--- config.mk ---
export PLATFORM = sky130hd
export DESIGN_NAME = gf2m_sqrt_iter
export DESIGN_NICKNAME = d
export VERILOG_FILES = /design/src/rtl/gf2m_sqrt_iter.sv
export SDC_FILE = /design/constraint.sdc
export NUM_CORES = 1
export LEC_CHECK = 0
export BUFFER_PORTS_ARGS = -buffer_cell sky130_fd_sc_hd__buf_2
export CORE_MARGIN = 2
export CORE_UTILIZATION = 30
export DETAILED_ROUTE_END_ITERATION = 12
export PLACE_DENSITY = 0.6
export SYNTH_ARGS = -nofsm -noshare
export SYNTH_HDL_FRONTEND = slang
export SYNTH_SLANG_ARGS = --single-unit
export TNS_END_PERCENT = 5
--- constraint.sdc ---
create_clock -name clk -period 3.2 [get_ports clk]
set_input_delay 0.8 -clock clk [delete_from_list [all_inputs] [get_ports clk]]
set_output_delay 0.8 -clock clk [all_outputs]
set_load 0.005 [all_outputs]
--- src/rtl/gf2m_sqrt_iter.sv ---
// gf2m_sqrt_iter: multi-cycle square root in GF(2^M), polynomial basis.
// sqrt(a) = a^(2^(M-1)); the engine applies M-1 squarings, SQ_PER per clock,
// each squaring being a bit-spread followed by reduction mod x^M + P(x).
module gf2m_sqrt_iter #(
  parameter int          M      = 163,
  parameter logic [M-1:0] P     = 'hC9,
  parameter int          SQ_PER = 1
) (
  input  logic         clk,
  input  logic         rst,
  input  logic         start,
  input  logic [M-1:0] a_in,
  output logic         busy,
  output logic         done,
  output logic [M-1:0] root
);

  // Number of clocks spent in RUN and the counter width that can hold it.
  localparam int N  = (M - 1) / SQ_PER;
  localparam int CW = $clog2(N + 1);

  typedef enum logic [1:0] {
    IDLE,
    RUN,
    DONE
  } state_t;

  state_t         state;
  state_t         state_next;
  logic [M-1:0]   acc;
  logic [M-1:0]   acc_next;
  logic [M-1:0]   acc_sq;
  logic [M-1:0]   root_next;
  logic [CW-1:0]  cnt;
  logic [CW-1:0]  cnt_next;
  logic           done_next;

  // One field squaring: spread bit i to bit 2i, then fold the high half back
  // down with x^M = P(x). deg(P) < M-1 guarantees the fold never touches the
  // bit being cleared, so a single downward pass fully reduces the value.
  function automatic logic [M-1:0] sq(input logic [M-1:0] x);
    logic [2*M-2:0] t;
    t = '0;
    for (int i = 0; i < M; i++) begin
      t[2*i] = x[i];
    end
    for (int i = 2*M-2; i >= M; i--) begin
      if (t[i]) begin
        t    = t ^ ({{(M-1){1'b0}}, P} << (i - M));
        t[i] = 1'b0;
      end
    end
    return t[M-1:0];
  endfunction

  // Chain SQ_PER squarers so each clock advances the exponent by 2^SQ_PER.
  always_comb begin
    acc_sq = acc;
    for (int k = 0; k < SQ_PER; k++) begin
      acc_sq = sq(acc_sq);
    end
  end

  // Next-state logic: accept in IDLE/DONE, iterate in RUN, complete at cnt==1.
  always_comb begin
    state_next = state;
    acc_next   = acc;
    cnt_next   = cnt;
    root_next  = root;
    done_next  = 1'b0;
    unique case (state)
      IDLE, DONE: begin
        if (start) begin
          acc_next   = a_in;
          cnt_next   = CW'(N);
          state_next = RUN;
        end else begin
          state_next = IDLE;
        end
      end
      RUN: begin
        if (cnt > CW'(1)) begin
          acc_next = acc_sq;
          cnt_next = cnt - CW'(1);
        end else begin
          root_next  = acc_sq;
          done_next  = 1'b1;
          state_next = DONE;
        end
      end
      default: begin
        state_next = IDLE;
      end
    endcase
  end

  // State and datapath registers; reset aborts any operation in flight.
  always_ff @(posedge clk) begin
    if (rst) begin
      state <= IDLE;
      acc   <= '0;
      cnt   <= '0;
      root  <= '0;
      done  <= 1'b0;
    end else begin
      state <= state_next;
      acc   <= acc_next;
      cnt   <= cnt_next;
      root  <= root_next;
      done  <= done_next;
    end
  end

  assign busy = (state == RUN);

endmodule
== After elaboration in Yosys (flattened, before gate mapping) ==
Cells that the tools add are included.
Word-level totals
  register bits: 337
  bits in latches: 0
  bits in writable memories: 0
  ROM bits: 0
  input port bits: 166
  output and inout port bits: 165
  word-level logic and storage cells: 354
  memories: 0
Cells by class
  add/subtract/negate cells: 1
  multiply operators: 0
  divide/modulo/power cells: 0
  magnitude comparators: 1
  eq/ne operators: 5
  shift-type cells: 0
  multiplexer cells: 172
  bitwise operators: 164
  reductions and logical operators: 6
Operators with widths (count)
  $not 4->4: 162
  $mux 163: 3
  $pmux 163 s2: 1
  $mux 169: 1
  $mux 168: 1
  $mux 167: 1
  $mux 166: 1
  $mux 165: 1
  $mux 164: 1
  $mux 162: 1
  $mux 161: 1
  $mux 160: 1
  $mux 159: 1
  $mux 158: 1
  $mux 157: 1
  $mux 156: 1
  $mux 155: 1
  $mux 154: 1
  $mux 153: 1
  $mux 152: 1
  $mux 151: 1
  $mux 150: 1
  $mux 149: 1
  $mux 148: 1
  156 further kinds: 162

== Depth between registers and ports, before layout ==
Gate-level depths: netlist (run 1).
  depth in word-level cells: 326
  gate-level depth with buffers: 9
  gate-level depth less buffers: 6

== Least setup slack after synthesis (run 1) ==
Ideal clock, no wire load.
  path kind: register to register
  start point: register cnt[2]
  end point: register root[100]
  setup time: 132 ps
  arrival time: 1867 ps
  data required time: 3068 ps
  slack: 1201 ps
  cell stages (with the launch flop): 7
  buffers on the path: 2
  clock period less this slack: 1999 ps
  path through: dfxtp_1 -> or4_4 -> or4_1 -> buf_2 -> buf_2 -> nand2_1 -> a21oi_1
On the way
  longest elaborated chain between the ends: 3
RTL lines
  from (decl): RTL line 34  | logic [CW-1:0] cnt;
  from (signal assigned): RTL line 108  | cnt <= cnt_next;
  $gt 8x1->1: RTL line 82  | if (cnt > CW'(1)) begin
  $not 1->1 (no source line)
  $reduce_and 2->1 (no source line)
  to (signal assigned): RTL line 109  | root <= root_next;
  to (decl): RTL line 15  | output logic [M-1:0] root
Every way passes these cells.
A chain may end at the register's enable or synchronous reset.

== Final worst setup path (run 1) ==
  start point: register cnt[2]
  end point: register acc[114]
On the way
  longest elaborated chain between the ends: 3
RTL lines
  $gt 8x1->1: RTL line 82
  $ne 2x1->1 (no source line)
  $reduce_and 3->1 (no source line)
  to (signal assigned): RTL line 107  | acc <= acc_next;
  to (decl): RTL line 30  | logic [M-1:0] acc;
Every way passes these cells.

==> results of run 1 <==
==> state kept, by name, summed over array words and instances (netlist names) <==
register,cells
acc,163
cnt,8
done,1
root,163
state,2
==> kinds of logic (layout without fill, tap and decap cells) <==
group	after synthesis	after routing	synth area share
muxes	80	80	0.0515
AOI/OAI and AO/OA	420	420	0.191
adders and majority gates	2	2	0.00161
xor gates and xnor gates	244	244	0.140
buffers and inverters	232	438	0.0620
DFF	337	337	0.434
and+or+nand+nor	450	450	0.120
other	0	6	0
==> worst max path at each step <==
stage / startpoint / endpoint / slack [ps]
CTS: state[0]$_SDFFE_PP0P_ / busy / 270
finish: cnt[2]$_SDFFE_PP0P_ / acc[114]$_SDFFE_PP0P_ / 250
detailed placement: cnt[2]$_SDFFE_PP0P_ / acc[114]$_SDFFE_PP0P_ / 310
global placement: cnt[2]$_SDFFE_PP0P_ / acc[114]$_SDFFE_PP0P_ / 420
global route: cnt[2]$_SDFFE_PP0P_ / acc[54]$_SDFFE_PP0P_ / 140
floorplan: cnt[2]$_SDFFE_PP0P_ / root[100]$_SDFFE_PP0P_ / 1200
==> metal layers <==
layer / global-route usage / vias to the layer above
met5: 0 / -
met4: 0.0713 / 14
met3: 0.0413 / 95
met2: 0.332 / 589
met1: 0.297 / 6568
li1: - / 6484
==> worst max-delay path, cell delays in order (launching register included) <==
cell and delay [ps]:
dfxtp_1 350, or4_4 600, o31ai_4 810, a21o_4 600, buf_4 290, o2bb2ai_1 80
==> placed cells by master (no fill, tap or decap), drive strengths merged, types with 3 or more instances in the layout <==
cell type    n
a211oi      81
a21oi      162
a311oi       3
a31oi        4
buf        357
bufinv       3
clkbuf      58
clkinv       7
clkinvlp     5
dfxtp      337
diode        6
inv          8
mux2i       80
nand2      247
nand2b       6
nand3       79
nor2        97
nor3         5
o221ai      75
o2bb2ai     82
or3          4
or4          3
xnor2      237
xor2         4
==> power by group through the flow <==
stage	clock network (W)	logic [W]	registers (W)
after floorplan	0	0.00266	0.00499
after global placement	0	0.00356	0.00540
after detailed placement	0	0.00359	0.00542
after CTS	0.00481	0.00361	0.00533
after global routing	0.00496	0.00389	0.00539
final	0.00470	0.00360	0.00533
==> cells in the mapped netlist (all sizes together), types with 5 or more instances <==
cell type / count
nand3: 79
a21oi: 162
xnor2: 237
mux2i: 80
o221ai: 75
nor2: 97
clkbuf: 162
buf: 63
nor3: 5
nand2b: 6
inv: 7
a211oi: 81
o2bb2ai: 82
dfxtp: 337
nand2: 247
==> metrics by stage <==
step	setup WS [ps]	power, W	hold slack (ps)	area, µm²	util
2_1_floorplan	1200	0.00765	434	15600	-
3_3_place_gp	418	0.00896	442	17500	0.342
3_5_place_dp	308	0.00901	444	17500	0.342
4_1_cts	273	0.0138	452	18900	0.368
5_1_grt	142	0.0142	477	18900	0.368
6_report	253	0.0136	451	18900	0.368
==> cell type report <==
cell class	instances	area, µm²	share of cell area
Multi-Input combinational cell	1196	7880	0.417
Tap cell	680	851	0.0450
Antenna cell	6	15.0	0.000795
Clock inverter	16	178	0.00940
Timing Repair Buffer	358	2020	0.107
Inverter	7	33.8	0.00179
Sequential cell	337	6750	0.357
Clock buffer	57	1170	0.0617
==> results.toml, run 1 <==
[worst_setup_path]
r2r-end = "acc[114]$_SDFFE_PP0P_"
worst-r2r-setup-slack_ps = 250
crit_path_end_kind = "flop"
critPathKind = "reg -> reg"
critical_path.max_fanout = 43
startpoint_type = "flop"
r2r-start = "cnt[2]$_SDFFE_PP0P_"
worstPathArrival_ps = 3370
rr_worst_depth = 5
worstPathRequired_ps = 3620

[synthesis]
synth-main-ff-cell = "dfxtp_1"
synthCells = 1765
synth_area_per_cell_um2 = 8.81
synthesis.area_mm2 = 0.0156
synth_top_cell_area_share = 0.434
synth_edf_count = 0
synth-async-reset-ratio = 0
synth_cell_types = 44
ys_ff_latch = 337
yosys.area.top_type = "dfxtp_1"
ys_seq_area_frac = 0.434
ys_warn_count = 0
synth_area_leaders = "dfxtp_1 43%, xnor2_1 13%, nand2_1 6.0%, a21oi_1 5.2%, mux2i_1 5.1%"
syn_nets = 1933

[clock_tree]
cts.path.max_buffers = 3
tritoncts = "built"
cts_hold_buffers = 0
cts_sinks = 337
cts_buffers = 41
ctsResizeCount = 0
htree_num_levels = 2
cts_root_buffer = "clkbuf_16"
cts_setup_buffers = 0
clock_latency_ps = 560
clk_pin_slew_ps = 60

[power]
leakagePower_nw = 6.81
clockPowerShare = 0.345
switching_share = 0.342
power.internal_w = 0.00896
p_per_area_mw_per_mm2 = 721
pwr-share-seq = 0.391
ir_worst_vdd_v = 0.000320
comb_power_share = 0.264
p_sw_w = 0.00467

[route]
route.met3.wl_um = 4460
viasPerCell = 5.18
wirelength_um = 59400
post-route-drc-count = 0
wl_met1_um = 27000
highest_layer = "met5"
ant_nets = 0
wire_per_inst_um = 22.4
drtPass1Iterations = 5
met2_wirelength_um = 26300
drtIter0Drc = 1055
vias = 13750

[sta]
finalHoldViolCount = 0
post-route-min-period_ps = 2950
fin_skew_ps = 23.0
slew_viol_final = 0
finalCritPeriodShare = 0.921
tightest_slew_ps = 898
grt_setup_unrepaired = "false"
setup_tns_ps = 0
fmax_mhz = 339
maxSlewHeadroom = 0.401
setup_viol = 0

[worst_hold_path]
hold_depth = 2
hp-start = "root[56]$_SDFFE_PP0P_"
hold_path.class = "reg -> reg"
holdPathEnd = "root[56]$_SDFFE_PP0P_"

[floorplanning]
die_area_mm2 = 0.0537
rows = 83
ios = 331
start_util = 0.303
die_h_um = 232
coreArea_mm2 = 0.0513
die_w_um = 232

[placement]
io_buffers = 330
place_hpwl_um = 43700
gp_congestion = 0.904
dp.cells = 2578

[grt]
grt_pass1_vias = 13021
grt_antenna_before_repair = 13
grt_max_degree = 106
grt_pass1_wl_um = 86000
grt-ovfl-total = 0
track_usage = 0.214

[finish]
area_growth_pct = 21.5
instances_no_fill = 2657
finalNetCount = 2109
drive_above_1_share = 0.222
fill_cells = 5288

[flow_run]
drv_cap = 0

[run_status]
outcome = "completed"
Note: power is estimated with default switching activity, not from simulation.
==> run 2: changes to the inputs <==
==> constraint.sdc (replaced) <==
create_clock -name clk -period 3.2 [get_ports clk]
set_input_delay 0.48 -clock clk [delete_from_list [all_inputs] [get_ports clk]]
set_output_delay 0.48 -clock clk [all_outputs]
set_load 0.005 [all_outputs]
==> results.toml, run 2 (synthesis results as in run 1) <==
[worst_setup_path]
startpoint_type = "flop"
worstPathRequired_ps = 3670
critPathKind = "reg -> reg"
worstPathArrival_ps = 3350
slowest_stage = "nor2_4"
max_stage_delay_ps = 870
crit_path_end_kind = "flop"
path_cells = "or4_4, o31a_2, nor2_4, buf_12, o2bb2ai_1"
critical_path.max_fanout = 47

[floorplanning]
coreArea_mm2 = 0.0513
die_h_um = 232
ios = 331
die_w_um = 232
rows = 83
die_area_mm2 = 0.0537
start_util = 0.303

[finish]
layout_common_cells = "337 x dfxtp_1, 329 x buf_2, 247 x nand2_1"
final_area_mm2 = 0.0189
seqCellArea_mm2 = 0.00675
layout_commonest_cell = "dfxtp_1"
multi_input_area_mm2 = 0.00788
area_growth_pct = 21.4
fill_cells = 5272
largestRegisters = "acc: 163 flops, root: 163 flops, cnt: 8 flops"
finalNetCount = 2099
instances_no_fill = 2650
drive_above_1_share = 0.220

[clock_tree]
htree_num_levels = 2
cts.path.max_buffers = 3
cts_hold_buffers = 0
clock_latency_ps = 570
cts_setup_buffers = 0
ctsResizeCount = 0
tritoncts = "built"
cts_sinks = 337
cts_buffers = 41
cts_root_buffer = "clkbuf_16"
clk_pin_slew_ps = 60

[sta]
tightest_slew_ps = 1130
setup_viol = 0
grt_setup_unrepaired = "false"
finalHoldViolCount = 0
fin_skew_ps = 21.9
post-route-min-period_ps = 2880
setup_tns_ps = 0
slew_viol_final = 0
fmax_mhz = 348
finalCritPeriodShare = 0.898
maxSlewHeadroom = 0.245

[grt]
grt_max_degree = 187
grt_antenna_before_repair = 15
grt_pass1_vias = 13003
track_usage = 0.212
grt_pass1_wl_um = 85000
grt-ovfl-total = 0

[placement]
place_hpwl_um = 42200
dp.cells = 2568
dpl-instance-area_mm2 = 0.0174
gp_congestion = 0.879
io_buffers = 330

[route]
ant_nets = 0
drtIter0Drc = 1043
wire_per_inst_um = 22.1
vias = 13473
viasPerCell = 5.08
wirelength_um = 58600
post-route-drc-count = 0
drtPass1Iterations = 5

[power]
p_per_area_mw_per_mm2 = 736
leakagePower_nw = 6.81
ir_worst_vdd_v = 0.000343

[run_status]
outcome = "completed"

[flow_run]
drv_cap = 0

[worst_hold_path]
hold_path.class = "in -> reg"
-- run 2: changes by cell type in the layout (fill, tap and decap cells not counted), sizes merged --
| cell | previous run | this run |
|---|---|---|
| buf | 357 | 347 |
| bufinv | 3 | 6 |
| clkbuf | 58 | 55 |
| clkinv | 7 | 11 |
| clkinvlp | 5 | 1 |
| diode | 6 | 7 |
| inv | 8 | 10 |
-- run 2: final timing paths --
path / start / to / slack [ps] / cells past startpoint
setup / recovery: cnt[2]$_SDFFE_PP0P_ / acc[30]$_SDFFE_PP0P_ / 320 / 5
hold / removal: a_in[157] / acc[157]$_SDFFE_PP0P_ / 200 / 3
setup reg to reg: cnt[2]$_SDFFE_PP0P_ / acc[30]$_SDFFE_PP0P_ / 320 / 5
hold reg to reg: root[44]$_SDFFE_PP0P_ / root[44]$_SDFFE_PP0P_ / 450 / 2
-- run 2: cell type report --
class / count / share of cell area
flip-flops and latches: 337 / 0.357
clock buffers: 54 / 0.0612
repair buffers: 348 / 0.101
clock inverters: 21 / 0.0152
multi-input cells: 1196 / 0.417
inverters: 7 / 0.00179
well taps: 680 / 0.0451
diodes: 7 / 0.000928
-- run 2: stage by stage --
| step | utilization | hold slack [ps] | worst slack [ps] | total power [W] |
|---|---|---|---|---|
| after floorplan | - | 434 | 1200 | 0.00765 |
| after global placement | 0.340 | 440 | 430 | 0.00893 |
| after detailed placement | 0.340 | 445 | 337 | 0.00898 |
| after CTS | 0.368 | 167 | 325 | 0.0140 |
| after global routing | 0.368 | 181 | 236 | 0.0145 |
| final | 0.368 | 198 | 325 | 0.0139 |
-- run 2: critical path: cells and delay by family (launching register included) --
family	cells	cell delay, ps
AND/OR/NAND/NOR	2	1470
AO/OA/AOI/OAI	2	570
flip-flops	1	360
buffers and inverters	1	310
-- run 2: where the power goes --
group | internal [W] | leakage, nW | switching (W) | total (W)
Clock | 0.00304 | 0.711 | 0.00198 | 0.00502
Combinational | 0.00145 | 3.34 | 0.00209 | 0.00355
Sequential | 0.00469 | 2.75 | 0.000643 | 0.00533
-- run 2: metal layers --
layer,up-vias,part of all wire,track usage
li1,6468,-,-
met1,6405,0.45,0.291
met2,503,0.44,0.328
met3,85,0.077,0.0525
met4,12,0.026,0.0629
met5,-,0.0012,0
